### src/rtl/lockstep_pkg.sv
package lockstep_pkg;

  localparam int unsigned NUM_PORTS_DEFAULT = 8;
  localparam int unsigned OUTST_W_DEFAULT   = 3;

  typedef enum logic [2:0] {
    ST_RUN    = 3'd0,
    ST_HALT   = 3'd1,
    ST_DRAIN  = 3'd2,
    ST_SWITCH = 3'd3,
    ST_SETTLE = 3'd4
  } lockstep_ctrl_state_e;

endpackage

### src/rtl/lockstep_mode_ctrl_outst_counter.sv
module outst_counter
  import lockstep_pkg::*;
#(
  parameter int unsigned OUTST_W = OUTST_W_DEFAULT
) (
  input  logic               clk_i,
  input  logic               rst_i,
  input  logic               inc_i,
  input  logic               dec_i,
  output logic [OUTST_W-1:0] cnt_o,
  output logic               underflow_o,
  output logic               overflow_o
);

  logic [OUTST_W-1:0] r_cnt;
  logic               w_up;
  logic               w_dn;

  always_comb begin
    w_up        = inc_i & ~dec_i;
    w_dn        = dec_i & ~inc_i;
    overflow_o  = w_up && (r_cnt == '1);
    underflow_o = w_dn && (r_cnt == '0);
    cnt_o       = r_cnt;
  end

  always_ff @(posedge clk_i or posedge rst_i) begin
    if (rst_i) begin
      r_cnt <= '0;
    end else if (w_up && !overflow_o) begin
      r_cnt <= r_cnt + OUTST_W'(1);
    end else if (w_dn && !underflow_o) begin
      r_cnt <= r_cnt - OUTST_W'(1);
    end
  end

endmodule

### src/rtl/lockstep_mode_ctrl.sv
module lockstep_mode_ctrl
  import lockstep_pkg::*;
#(
  parameter int unsigned NUM_PORTS   = NUM_PORTS_DEFAULT,
  parameter int unsigned OUTST_W     = OUTST_W_DEFAULT,
  parameter int unsigned TIMEOUT_CYC = 1024,
  parameter int unsigned SETTLE_CYC  = 2
) (
  input  logic                 clk_i,
  input  logic                 rst_i,
  input  logic                 cfg_lockstep_en_i,
  input  logic                 clear_i,
  input  logic [NUM_PORTS-1:0] req_i,
  input  logic [NUM_PORTS-1:0] gnt_i,
  input  logic [NUM_PORTS-1:0] rvalid_i,
  output logic [NUM_PORTS-1:0] core_halt_o,
  output logic                 lockstep_mode_o,
  output logic                 busy_o,
  output logic                 switch_done_o,
  output logic                 timeout_o,
  output logic                 proto_err_o,
  output logic [2:0]           state_o
);

  localparam int unsigned TMO_W = (TIMEOUT_CYC > 1) ? $clog2(TIMEOUT_CYC) : 1;
  localparam int unsigned STL_W = $clog2(SETTLE_CYC + 1);
  localparam logic [TMO_W-1:0] TMO_LAST = TMO_W'(TIMEOUT_CYC - 1);
  localparam logic [STL_W-1:0] STL_LOAD = STL_W'(SETTLE_CYC - 1);

  lockstep_ctrl_state_e r_state;
  lockstep_ctrl_state_e w_state_nxt;

  logic                 r_mode;
  logic                 r_target;
  logic                 r_done;
  logic                 r_tmo;
  logic                 r_perr;
  logic [TMO_W-1:0]     r_tmo_cnt;
  logic [STL_W-1:0]     r_stl_cnt;

  logic [NUM_PORTS-1:0] w_uf;
  logic [NUM_PORTS-1:0] w_of;
  logic [NUM_PORTS-1:0] w_cnt_nz;
  logic                 w_idle_all;
  logic                 w_start;
  logic                 w_flip;
  logic                 w_tmo_set;
  logic                 w_stl_load;
  logic                 w_done;

  for (genvar g = 0; g < NUM_PORTS; g++) begin : g_port
    logic [OUTST_W-1:0] w_cnt;

    outst_counter #(
      .OUTST_W (OUTST_W)
    ) u_cnt (
      .clk_i       (clk_i),
      .rst_i       (rst_i),
      .inc_i       (req_i[g] & gnt_i[g]),
      .dec_i       (rvalid_i[g]),
      .cnt_o       (w_cnt),
      .underflow_o (w_uf[g]),
      .overflow_o  (w_of[g])
    );

    assign w_cnt_nz[g] = |w_cnt;
  end

  always_comb begin
    w_idle_all  = ~|req_i && ~|w_cnt_nz;
    w_state_nxt = r_state;
    w_start     = 1'b0;
    w_flip      = 1'b0;
    w_tmo_set   = 1'b0;
    w_stl_load  = 1'b0;
    w_done      = 1'b0;

    unique case (r_state)
      ST_RUN: begin
        if ((cfg_lockstep_en_i != r_mode) && !r_tmo) begin
          w_start     = 1'b1;
          w_state_nxt = ST_HALT;
        end
      end
      ST_HALT: begin
        w_state_nxt = ST_DRAIN;
      end
      ST_DRAIN: begin
        // Mode register loads on the DRAIN->SWITCH edge, so the new mode is
        // already visible while in SWITCH.
        if (w_idle_all) begin
          w_flip      = 1'b1;
          w_state_nxt = ST_SWITCH;
        end else if (r_tmo_cnt == TMO_LAST) begin
          w_tmo_set   = 1'b1;
          w_state_nxt = ST_RUN;
        end
      end
      ST_SWITCH: begin
        w_stl_load  = 1'b1;
        w_state_nxt = ST_SETTLE;
      end
      ST_SETTLE: begin
        if (r_stl_cnt == '0) begin
          w_done      = 1'b1;
          w_state_nxt = ST_RUN;
        end
      end
      default: begin
        w_state_nxt = ST_RUN;
      end
    endcase
  end

  always_ff @(posedge clk_i or posedge rst_i) begin
    if (rst_i) begin
      r_state   <= ST_RUN;
      r_mode    <= 1'b0;
      r_target  <= 1'b0;
      r_done    <= 1'b0;
      r_tmo     <= 1'b0;
      r_perr    <= 1'b0;
      r_tmo_cnt <= '0;
      r_stl_cnt <= '0;
    end else begin
      r_state <= w_state_nxt;
      r_done  <= w_done;

      if (w_start) begin
        r_target <= cfg_lockstep_en_i;
      end
      if (w_flip) begin
        r_mode <= r_target;
      end

      if (r_state == ST_HALT) begin
        r_tmo_cnt <= '0;
      end else if (r_state == ST_DRAIN) begin
        r_tmo_cnt <= r_tmo_cnt + TMO_W'(1);
      end

      if (w_stl_load) begin
        r_stl_cnt <= STL_LOAD;
      end else if ((r_state == ST_SETTLE) && (r_stl_cnt != '0)) begin
        r_stl_cnt <= r_stl_cnt - STL_W'(1);
      end

      if (clear_i) begin
        r_tmo <= 1'b0;
      end else if (w_tmo_set) begin
        r_tmo <= 1'b1;
      end

      if (clear_i) begin
        r_perr <= 1'b0;
      end else if (|w_uf || |w_of) begin
        r_perr <= 1'b1;
      end
    end
  end

  always_comb begin
    core_halt_o     = {NUM_PORTS{r_state != ST_RUN}};
    busy_o          = (r_state != ST_RUN);
    lockstep_mode_o = r_mode;
    switch_done_o   = r_done;
    timeout_o       = r_tmo;
    proto_err_o     = r_perr;
    state_o         = r_state;
  end

endmodule

### config.mk
export PLATFORM = sky130hd
export DESIGN_NAME = lockstep_mode_ctrl
export DESIGN_NICKNAME = d
export VERILOG_FILES = /design/src/rtl/lockstep_pkg.sv /design/src/rtl/lockstep_mode_ctrl_outst_counter.sv /design/src/rtl/lockstep_mode_ctrl.sv
export SDC_FILE = /design/constraint.sdc
export NUM_CORES = 1
export LEC_CHECK = 0
export CORE_ASPECT_RATIO = 0.7
export CORE_MARGIN = 10
export CORE_UTILIZATION = 42
export DETAILED_ROUTE_END_ITERATION = 10
export SKIP_CTS_REPAIR_TIMING = 1
export SLEW_MARGIN = 0
export SYNTH_ARGS = -nofsm -noshare
export SYNTH_HDL_FRONTEND = slang
export SYNTH_SLANG_ARGS = --single-unit
### constraint.sdc
create_clock -name clk_i -period 5.15 [get_ports clk_i]
set_input_delay 1.03 -clock clk_i [delete_from_list [all_inputs] [get_ports clk_i]]
set_output_delay 1.03 -clock clk_i [all_outputs]
set_load 0.1 [all_outputs]
* After elaboration in Yosys (flattened, before gate mapping)
Cells that the tools add are included.
** Word-level totals
- Bits in registers :: 44
- Input bits :: 28
- Logic and storage cells :: 214
** Operators by class
- Multiplexer cells :: 39
- $add $sub $neg :: 18
- Eq/ne operators :: 17
- Reduce and logical (&&, ||, !) cells :: 84
- Bitwise gates (word level) :: 40
** Operators by type and width (number)
- 3-bit two-way mux :: 20
- 1-bit logical AND :: 35
- 3-bit == test (second input constant) :: 9
- 3-bit zero test :: 9
- 2-bit nonzero test :: 13
- 3-bit by 1-bit adder with 3-bit output (second input constant) :: 8
- 1-bit AND :: 24
- 24-bit OR reduction :: 1
- 8-bit OR reduction :: 3
- 3-bit by 1-bit subtractor with 3-bit output (second input constant) :: 8
- 10-bit two-way mux :: 2
- 1-bit zero test :: 19
- 1-bit inverter :: 16
- 3-bit case mux with 5 select lines :: 1
- 1-bit two-way mux :: 14
- 10-bit by 1-bit adder with 10-bit output (second input constant) :: 1
- 10-bit == test (second input constant) :: 1
- 3-bit by 2-bit == test with 1-bit output (second input constant) :: 2
- 2-bit two-way mux :: 2
- 2-bit inequality test (second input constant) :: 2
- 3-bit by 1-bit == test with 1-bit output (second input constant) :: 1
- 3-bit inequality test (second input constant) :: 1
- 3-bit AND reduction :: 1
- 3-bit nonzero test :: 1
- other kinds (4) :: 4

* Logic depth before layout (Yosys ltp)
Gate-level depths: netlist of the first run.
- Depth in word-level cells :: 8
- Mapped depth :: 8
- Mapped depth without buffers :: 7

* Modules after synthesis
Synthesis of the first run repeated with hierarchy kept, for this count alone.
** Second synthesis, totals
- Cells, all modules :: 406
- Area, all modules :: 3603.5 um^2
** By module, submodules not included
- outst_counter :: cells an instance 34, times used 8, sequential area each 75.1 um^2, area each 295.3 um^2
- lockstep_mode_ctrl :: cells an instance 134, times used 1, sequential area each 500.5 um^2, area each 1241.2 um^2

* Worst setup path before layout of the first run
Ideal clock, no wire load.
- Kind :: register to output
- Start point :: register r_state[2] (netlist: state_o[2])
- End point :: output port core_halt_o[0]
- Arrival :: 2.208 ns
- Path slack :: 1.912 ns
- Required time :: 4.120 ns
- Cell stages (with the launch flop) :: 4
- Path through :: dfrtp_1 > clkbuf_1 > or3_2 > buf_4
** Between the ends
- Word-level cells in the longest chain between the ends :: 1
** RTL lines
- from (decl) :: line lockstep_mode_ctrl.sv:30 : lockstep_ctrl_state_e r_state;
- from (signal assigned) :: line lockstep_mode_ctrl.sv:126 : r_state <= w_state_nxt;
- 3-bit nonzero test
- to (decl) :: line lockstep_mode_ctrl.sv:16 : output logic [NUM_PORTS-1:0] core_halt_o,
No other way between the ends.

* Final worst setup path of the first run
- Start point :: register r_state[2] (netlist: state_o[2])
- End point :: output port core_halt_o[6]
** Between the ends
- Word-level cells in the longest chain between the ends :: 1
** RTL lines
- 3-bit nonzero test :: line lockstep_mode_ctrl.sv:163 : core_halt_o = {NUM_PORTS{r_state != ST_RUN}};
No other way between the ends.

==> results of run 1 <==
## through the flow
| step | std cells | utilization [%] |
|---|---|---|
| floorplan | 442 | - |
| global placement | 548 | 47.7 |
| detailed placement | 548 | 47.7 |
| CTS | 556 | 49.9 |
| global route | 556 | 49.9 |
| finish | 556 | 49.9 |
## state kept, by name (all words and copies together) (netlist names)
| register | cells |
|---|---|
| proto_err_o | 1 |
| r_stl_cnt | 2 |
| r_target | 1 |
| lockstep_mode_o | 1 |
| state_o | 3 |
| g_port.u_cnt.cnt_o | 24 |
| r_tmo_cnt | 10 |
| switch_done_o | 1 |
| timeout_o | 1 |
## power breakdown
| part | internal, mW | switching, mW | total, mW | leakage (nW) |
|---|---|---|---|---|
| combinational | 0.498 | 0.955 | 1.45 | 0.963 |
| clock | 0.231 | 0.140 | 0.371 | 0.0804 |
| sequential | 0.478 | 0.293 | 0.771 | 0.552 |
## cell families (layout without fill, tap and decap cells)
kind of cell | Yosys count | in the layout | share of synthesized area (%)
fa+ha+maj | 10 | 10 | 5.46
buf+inv | 51 | 64 | 7.23
simple gates | 217 | 217 | 31.6
flops | 44 | 44 | 32.4
xor+xnor | 5 | 5 | 1.29
mux | 4 | 4 | 1.36
compound gates | 111 | 111 | 20.6
## worst register-to-register path, delay by kind of cell (launching register included)
kind	cells	cell delay, ns
flip-flops	1	0.52
AND/OR/NAND/NOR	1	0.14
AO/OA/AOI/OAI	4	0.81
adder cells (fa/ha/maj)	1	0.51
## cell usage in the layout (no fill, tap or decap), drive strengths merged, types with 5 or more instances in the layout
cell           Yosys  routed
nand2b             5       5
nor3              17      17
o21ai             28      28
fa                 8       8
nand4              5       5
nor2              37      37
a21oi             28      28
xor2               5       5
clkdlybuf4s50      0      43
nor4               8       8
inv               12      12
and3b              6       6
and3               6       6
dfrtp             44      44
nand3b             5       5
nand3             41      41
a31oi              6       6
a211oi            10      10
nand2             73      73
clkbuf            22       5
o22ai             11      11
## cells in the mapped netlist, types with 7 or more instances
library cell / count / area [µm²]
buf_2: 7 / 35.0
nor2_1: 37 / 139
a211oi_1: 10 / 75.1
nor3_1: 15 / 75.1
o22ai_1: 11 / 68.8
a21oi_1: 28 / 140
nand3_1: 41 / 205
buf_4: 8 / 60.1
fa_1: 8 / 160
nor4_1: 8 / 50.1
clkbuf_1: 22 / 82.6
o21ai_0: 28 / 140
nand2_1: 73 / 274
dfrtp_1: 44 / 1100
inv_1: 12 / 45.0
## worst max-delay path by stage
| stage | cells after the start | startpoint | to |
|---|---|---|---|
| after CTS | 2 | state_o[2]$_DFFE_PP0P_ | core_halt_o[6] |
| after floorplan | 3 | state_o[2]$_DFFE_PP0P_ | core_halt_o[0] |
| after global placement | 8 | req_i[1] | g_port[1].u_cnt.cnt_o[1]$_DFFE_PP0P_ |
| after global routing | 2 | state_o[2]$_DFFE_PP0P_ | core_halt_o[6] |
| after detailed placement | 8 | req_i[1] | g_port[1].u_cnt.cnt_o[1]$_DFFE_PP0P_ |
| final | 2 | state_o[2]$_DFFE_PP0P_ | core_halt_o[6] |
## layer usage
layer  vias up  GRT usage [%]  part of all wire (%)
met1      1529           20.6                    50
met3         8           3.55                   6.0
met5         -              0                     0
met2        66           19.4                    43
met4         0           3.02                  0.78
li1       1614              -                     -
## final cells by class
class	count	share of cell area, %
multi-input combinational	347	52.1
sequential	44	28.0
timing repair buffer	44	11.1
tap	101	3.22
clock buffer	5	3.18
clock inverter	3	1.18
inverter	12	1.15
==> flow_summary_export.csv, run 1 <==
group,metric,value,unit
critical_path,critPathSlowestCell,"clkdlybuf4s50_1",
hold_path,hold_depth,1,
sta,maxSlewHeadroom,34.2,%
detailed_routing,num_vias,3217,
sta,finClkSkew,0.00561,ns
placement,dp_slack,1.82,ns
clock_tree,cts_max_level,2,
sta,timing.final.ws_setup,1.65,ns
critical_path,crit_family,"buffers and inverters",
critical_path,slowest_delay,1.02,ns
hold_path,whs_endpoint,"r_tmo_cnt[8]$_DFFE_PP0P_",
sta,fmax,0.286,GHz
floorplan,coreArea,7870,µm²
floorplan,start_util,43.1,%
cells_and_area,drive_above_1_share,4.40,%
yosys,syn_area,3390,µm²
detailed_routing,drc_errors,0,
cells_and_area,multi_input_area,2050,µm²
yosys,post_synth_num_cell_types,53,
cells_and_area,antenna_cells,0,
critical_path,path_cells,"or3_2 > clkdlybuf4s50_1",
global_routing,grt_max_degree,45,
clock_tree,cts_tree,"done",
critical_path,cp_data_arrival_time,2.47,ns
yosys,ys_ff_latch,44,
sta,tns,0,ns
clock_tree,cts_sinks,44,
floorplan,fp.dieW,127,µm
cells_and_area,layout.nets,492,
clock_tree,cts_buffer_depth,2,
yosys,yosysSeqAreaShare,32.4,%
yosys,async_flop_share,100,%
yosys,synth-main-ff-cell,"dfrtp_1",
critical_path,start_kind,"register",
detailed_routing,routedWlPerCell,15.1,µm
placement,post_dp_cell_area,3760,µm²
outcome,status,"completed",
floorplan,dieArea,12100,µm²
critical_path,r2r-end,"g_port[7].u_cnt.cnt_o[1]$_DFFE_PP0P_",
yosys,yosys_warnings,0,
power,irDropWorstVdd,0.000822,V
placement,place_congestion,0.871,
yosys,syn_nets,480,
clock_tree,clk_pin_slew_worst_paths,0.07,ns
global_routing,first_global_vias,2807,
cells_and_area,area_delta_synth_final,15.8,%
placement,dpl.hpwl,6.23,mm
power,power.leakage,1.60,nW
sta,hold_ws,0.491,ns
critical_path,r2r_cells,6,
global_routing,grt_util_all_layers,13.8,%
sta,fin_crit,3.50,ns
global_routing,overflow,0,
critical_path,cp_num_buf_inv,1,
clock_tree,cts-root-buf,"clkbuf_16",
sta,rsz0062_at_grt,"no",
sta,worstMarginPinSlew,0.984,ns
global_routing,antenna_found_initial,0,
hold_path,hold_path.class,"register to register",
placement,port_buffers,43,
cells_and_area,fill_cells,750,
yosys,postSynthCellCount,442,
critical_path,crit_fanout,12,
detailed_routing,dr.first_iter.drc_count,275,
cells_and_area,ff_latch_area,1100,µm²
yosys,synth_edf_count,0,
yosys,avgSynthCellArea,7.68,µm²
floorplan,die_h,95.2,µm
detailed_routing,drt-total-wl,8.37,mm
detailed_routing,ant_nets,0,
hold_path,holdCritStartpoint,"r_tmo_cnt[8]$_DFFE_PP0P_",
clock_tree,cts_buffers,5,
detailed_routing,via_per_inst,5.79,
sta,finalHoldViolCount,0,
floorplan,io_pins,44,
critical_path,reg2reg_slack,3.03,ns
clock_tree,insertion_delay,0.29,ns
critical_path,worstPathRequired,4.12,ns
cells_and_area,final_area,3930,µm²
critical_path,cp-end-kind,"output port",
power,powerDensity,660,nW/µm²
flow_run,drv_cap,0,
global_routing,grt_pass1_wl,14.1,mm
detailed_routing,first_pass_iters,4,
critical_path,worstSetupPathType,"register to output port",
sta,fin_crit_sh,67.9,%
critical_path,rr_startpoint,"g_port[7].u_cnt.cnt_o[0]$_DFFE_PP0P_",
power,power.total,2.59,mW
sta,setup_viol,0,
floorplan,fp-row-count,27,
sta,drv_slew,0,
(Power assumes the default switching activity.)
==> run 2: changes to the inputs <==
PLACE_DENSITY = 0.66   (was unset)
clock period = 3.15 ns   (was 5.15 ns; I/O delays follow)
==> run 2 against run 1 <==
  * First-iteration DRC count down 6.9%
  * Utilization decreased by 0.19 points
  * Clock-buffer cell count unchanged
  * Wire length decreased by 1.7%
  * Die area is the same
  * Via count is 1.2% higher
==> flow_summary_export.csv, run 2 (synthesis gave the netlist of run 1 again) <==
group,metric,value,unit
outcome,status,"completed",
clock_tree,insertion_delay,0.28,ns
cells_and_area,fill_cells,764,
detailed_routing,first_pass_iters,4,
critical_path,cp-end-kind,"register",
critical_path,worstSetupPathType,"primary input to register",
global_routing,first_global_vias,2910,
sta,maxSlewHeadroom,39.0,%
cells_and_area,final_cell_mix,"nand2_1 (73), dfrtp_1 (44), nand3_1 (41)",
cells_and_area,area_delta_synth_final,15.3,%
flow_run,drv_cap,0,
global_routing,overflow,0,
power,power.leakage,1.64,nW
critical_path,path_cells,"clkdlybuf4s50_1 > and3b_1 > o21ai_0 > fa_1 > o21a_1 > a221oi_1 > o21ai_0",
power,power.internal,1.86,mW
detailed_routing,routedWlPerCell,14.6,µm
detailed_routing,ant_nets,0,
floorplan,dieArea,12100,µm²
clock_tree,cts_buffers,5,
power,combPwrFrac,57.0,%
placement,place_congestion,0.892,
power,powerDensity,1050,nW/µm²
critical_path,cp_common_cell,"o21ai_0",
cells_and_area,layout.nets,499,
cells_and_area,ff_latch_area,1100,µm²
clock_tree,cts-root-buf,"clkbuf_16",
placement,post_dp_cell_area,3770,µm²
cells_and_area,stdcell_count,563,
clock_tree,cts_buffer_depth,2,
power,power.total,4.11,mW
cells_and_area,final_core_util,49.7,%
sta,finClkSkew,0.00349,ns
detailed_routing,via_per_inst,5.78,
detailed_routing,drt-total-wl,8.23,mm
critical_path,start_kind,"primary input",
power,pwr-share-clk,12.3,%
floorplan,fp-row-count,27,
critical_path,rr_startpoint,"g_port[7].u_cnt.cnt_o[0]$_DFFE_PP0P_",
floorplan,coreArea,7870,µm²
critical_path,cp_data_arrival_time,2.74,ns
cells_and_area,largest_reg_flops,24,
global_routing,grt_util_all_layers,13.7,%
floorplan,start_util,43.1,%
detailed_routing,dr.first_iter.drc_count,256,
floorplan,io_pins,44,
placement,port_buffers,43,
power,power_frac_seq,30.6,%
sta,tns,0,ns
sta,setup_viol,0,
placement,dp_slack,0.237,ns
sta,timing.final.ws_setup,0.563,ns
cells_and_area,antenna_cells,0,
cells_and_area,drive_above_1_share,9.31,%
power,power_switching,2.25,mW
cells_and_area,final_area,3910,µm²
sta,drv_slew,0,
global_routing,grt_pass1_wl,13.9,mm
detailed_routing,drc_errors,0,
detailed_routing,num_vias,3255,
floorplan,die_h,95.2,µm
critical_path,slowest_delay,0.56,ns
clock_tree,clk_pin_slew_worst_paths,0.06,ns
critical_path,worstPathRequired,3.31,ns
sta,worstMarginPinSlew,0.909,ns
cells_and_area,multi_input_area,2050,µm²
power,irDropWorstVdd,0.000545,V
hold_path,holdCritStartpoint,"r_tmo_cnt[8]$_DFFE_PP0P_",
sta,fin_crit_sh,82.1,%
cells_and_area,final_common_cell,"nand2_1",
floorplan,fp.dieW,127,µm
power,switching_share,54.7,%
clock_tree,cts_tree,"done",
sta,finalHoldViolCount,0,
clock_tree,cts_max_level,2,
hold_path,hold_path.class,"register to register",
sta,fmax,0.387,GHz
clock_tree,cts_sinks,44,
global_routing,antenna_found_initial,0,
placement,dp_cells,555,
critical_path,critPathSlowestCell,"fa_1",
sta,hold_ws,0.494,ns
critical_path,crit_fanout,7,
sta,fin_crit,2.59,ns
placement,dpl.hpwl,6.31,mm
global_routing,grt_max_degree,27,
sta,rsz0062_at_grt,"no",
critical_path,timing.critical_path.from,"rvalid_i[7]",
-- run 2: power by group through the flow --
stage / clock network [mW] / registers, mW / logic, mW
after floorplan: 0 / 1.09 / 2.17
after global placement: 0 / 1.25 / 2.29
after detailed placement: 0 / 1.26 / 2.34
after CTS: 0.520 / 1.25 / 2.36
after global routing: 0.538 / 1.33 / 2.57
final: 0.507 / 1.26 / 2.34
-- run 2: final cells by class --
| cell class | instances | area share [%] |
|---|---|---|
| Multi-Input combinational cell | 347 | 52.3 |
| Sequential cell | 44 | 28.1 |
| Timing Repair Buffer | 51 | 11.5 |
| Tap cell | 101 | 3.23 |
| Clock buffer | 5 | 3.20 |
| Inverter | 12 | 1.15 |
| Clock inverter | 3 | 0.480 |
-- run 2: worst max-delay path: cells and delay by family --
family | cells | cell delay (ns)
AO/OA/AOI/OAI | 4 | 0.69
adder cells (fa/ha/maj) | 1 | 0.56
buffers and inverters | 1 | 0.49
AND/OR/NAND/NOR | 1 | 0.38
-- run 2: routing by layer --
layer	track usage [%]	wire length (µm)	vias up
met2	20.2	3690	63
met5	0	0	-
met1	19.3	4040	1552
li1	-	-	1634
met4	4.16	93	0
met3	3.33	409	6
-- run 2: worst paths after layout --
kind,slack (ns),to,depth (start not counted)
worst max register to register,1.07,g_port[7].u_cnt.cnt_o[1]$_DFFE_PP0P_,6
worst min-delay path,0.49,r_tmo_cnt[8]$_DFFE_PP0P_,1
worst min register to register,0.49,r_tmo_cnt[8]$_DFFE_PP0P_,1
min in group asynchronous,0.74,r_stl_cnt[1]$_DFFE_PP0P_,2
max in group asynchronous,1.79,g_port[4].u_cnt.cnt_o[1]$_DFFE_PP0P_,3
worst max-delay path,0.56,g_port[7].u_cnt.cnt_o[1]$_DFFE_PP0P_,7
==> run 3: changes to the inputs <==
clock period = 2.2 ns   (was 3.15 ns; I/O delays follow)
==> run 3 against run 2 <==
  * Combinational power up 70%
  * Cell area increased by 11%
  * Clock-buffer cell count did not move
  * Cell count rose by 6.4%
  * Die area unchanged
==> flow_summary_export.csv, run 3 (synthesis gave the netlist of run 1 again) <==
group,metric,value,unit
clock_tree,cts_tree,"done",
critical_path,r2r_cells,6,
sta,fmax,0.469,GHz
critical_path,start_kind,"primary input",
power,irDropWorstVdd,0.00109,V
floorplan,io_pins,44,
critical_path,worstSetupPathType,"primary input to register",
critical_path,cp_data_arrival_time,2.31,ns
placement,dp_cells,591,
power,powerDensity,1520,nW/µm²
cells_and_area,stdcell_count,599,
floorplan,coreArea,7870,µm²
global_routing,antenna_found_initial,0,
hold_path,hold_path.class,"primary input to asynchronous set/reset pin",
cells_and_area,final_cell_mix,"nand2_1 (73), buf_4 (50), nand3_1 (41), dfrtp_1 (41), nor2_1 (36)",
global_routing,grt_util_all_layers,14.3,%
floorplan,start_util,43.1,%
clock_tree,cts_max_level,2,
detailed_routing,drc_errors,0,
placement,dp_slack,-0.304,ns
global_routing,first_global_vias,3136,
floorplan,fp.dieW,127,µm
detailed_routing,dr.first_iter.drc_count,223,
sta,finClkSkew,0.00384,ns
detailed_routing,via_per_inst,5.69,
placement,dpl.hpwl,6.64,mm
global_routing,overflow,0,
sta,timing.final.ws_setup,0.0676,ns
clock_tree,cts_buffers,5,
clock_tree,cts_buffer_depth,2,
critical_path,r2r-end,"g_port[1].u_cnt.cnt_o[1]$_DFFE_PP0P_",
outcome,status,"completed",
cells_and_area,drive_above_1_share,16.7,%
sta,setup_viol,0,
critical_path,reg2reg_slack,0.23,ns
critical_path,crit_fanout,3,
flow_run,drv_cap,0,
critical_path,worstPathRequired,2.38,ns
sta,finalHoldViolCount,0,
sta,worstMarginPinSlew,0.462,ns
cells_and_area,largest_reg_flops,24,
detailed_routing,first_pass_iters,5,
sta,maxSlewHeadroom,68.4,%
cells_and_area,antenna_cells,0,
clock_tree,insertion_delay,0.29,ns
critical_path,rr_startpoint,"g_port[1].u_cnt.cnt_o[2]$_DFFE_PP0P_",
sta,fin_crit,2.13,ns
global_routing,grt_max_degree,36,
cells_and_area,area_delta_synth_final,28.1,%
placement,port_buffers,43,
clock_tree,cts-root-buf,"clkbuf_16",
floorplan,fp-row-count,27,
cells_and_area,layout.nets,535,
critical_path,cp-endpoint,"g_port[1].u_cnt.cnt_o[1]$_DFFE_PP0P_",
placement,post_dp_cell_area,4170,µm²
critical_path,cp-end-kind,"register",
sta,drv_slew,0,
floorplan,die_h,95.2,µm
power,power.total,6.59,mW
detailed_routing,drt-total-wl,8.76,mm
placement,place_congestion,0.874,
detailed_routing,num_vias,3408,
global_routing,grt_pass1_wl,14.6,mm
sta,fin_crit_sh,96.9,%
cells_and_area,final_area,4350,µm²
detailed_routing,routedWlPerCell,14.6,µm
cells_and_area,final_core_util,55.2,%
power,power.leakage,1.87,nW
floorplan,dieArea,12100,µm²
detailed_routing,ant_nets,0,
clock_tree,cts_sinks,44,
clock_tree,clk_pin_slew_worst_paths,0.06,ns
critical_path,timing.critical_path.from,"gnt_i[1]",
cells_and_area,final_common_cell,"nand2_1",
## run 3: through the flow
| stage | TNS (ns) | hold slack (ns) |
|---|---|---|
| detailed placement | -1.65 | 0.480 |
| CTS | -0.00302 | 0.410 |
| floorplan | 0 | 0.451 |
| global placement | -1.13 | 0.481 |
| global route | -0.00244 | 0.415 |
| finish | 0 | 0.406 |
## run 3: metal layers
layer | track usage [%] | share of wire, % | routed length [µm]
met2 | 22.0 | 45 | 3950
met5 | 0 | 0 | 0
met1 | 19.8 | 49 | 4270
met4 | 3.88 | 1.1 | 92
met3 | 2.99 | 5.2 | 454
## run 3: cell type report
| type | instances | area, µm² |
|---|---|---|
| timing repair buffer | 87 | 846 |
| inverter | 12 | 45.0 |
| fill | 712 | 3520 |
| sequential | 44 | 1100 |
| clock inverter | 3 | 46.3 |
| multi-input combinational | 347 | 2050 |
| tap | 101 | 126 |
| clock buffer | 5 | 125 |
## run 3: report_power, final
part	switching (mW)	leakage [nW]	internal [mW]
registers	0.617	0.548	1.12
logic	2.42	1.24	1.55
clock network	0.336	0.0804	0.540
## run 3: critical path, cell delays in order
cell and delay, ns:
clkdlybuf4s50_1 0.49, nand2_1 0.09, nor2_2 0.11, nand2_1 0.08, fa_1 0.46, or3_1 0.38
a21oi_1 0.18, nor4_1 0.07
## run 3: worst min-delay path by stage
stage / to / slack [ns] / cells past startpoint
detailed placement: r_tmo_cnt[8]$_DFFE_PP0P_ / 0.48 / 1
global placement: r_tmo_cnt[8]$_DFFE_PP0P_ / 0.48 / 1
CTS: g_port[1].u_cnt.cnt_o[2]$_DFFE_PP0P_ / 0.41 / 2
finish: g_port[1].u_cnt.cnt_o[2]$_DFFE_PP0P_ / 0.41 / 2
global route: r_stl_cnt[1]$_DFFE_PP0P_ / 0.42 / 2
floorplan: r_tmo_cnt[8]$_DFFE_PP0P_ / 0.45 / 1
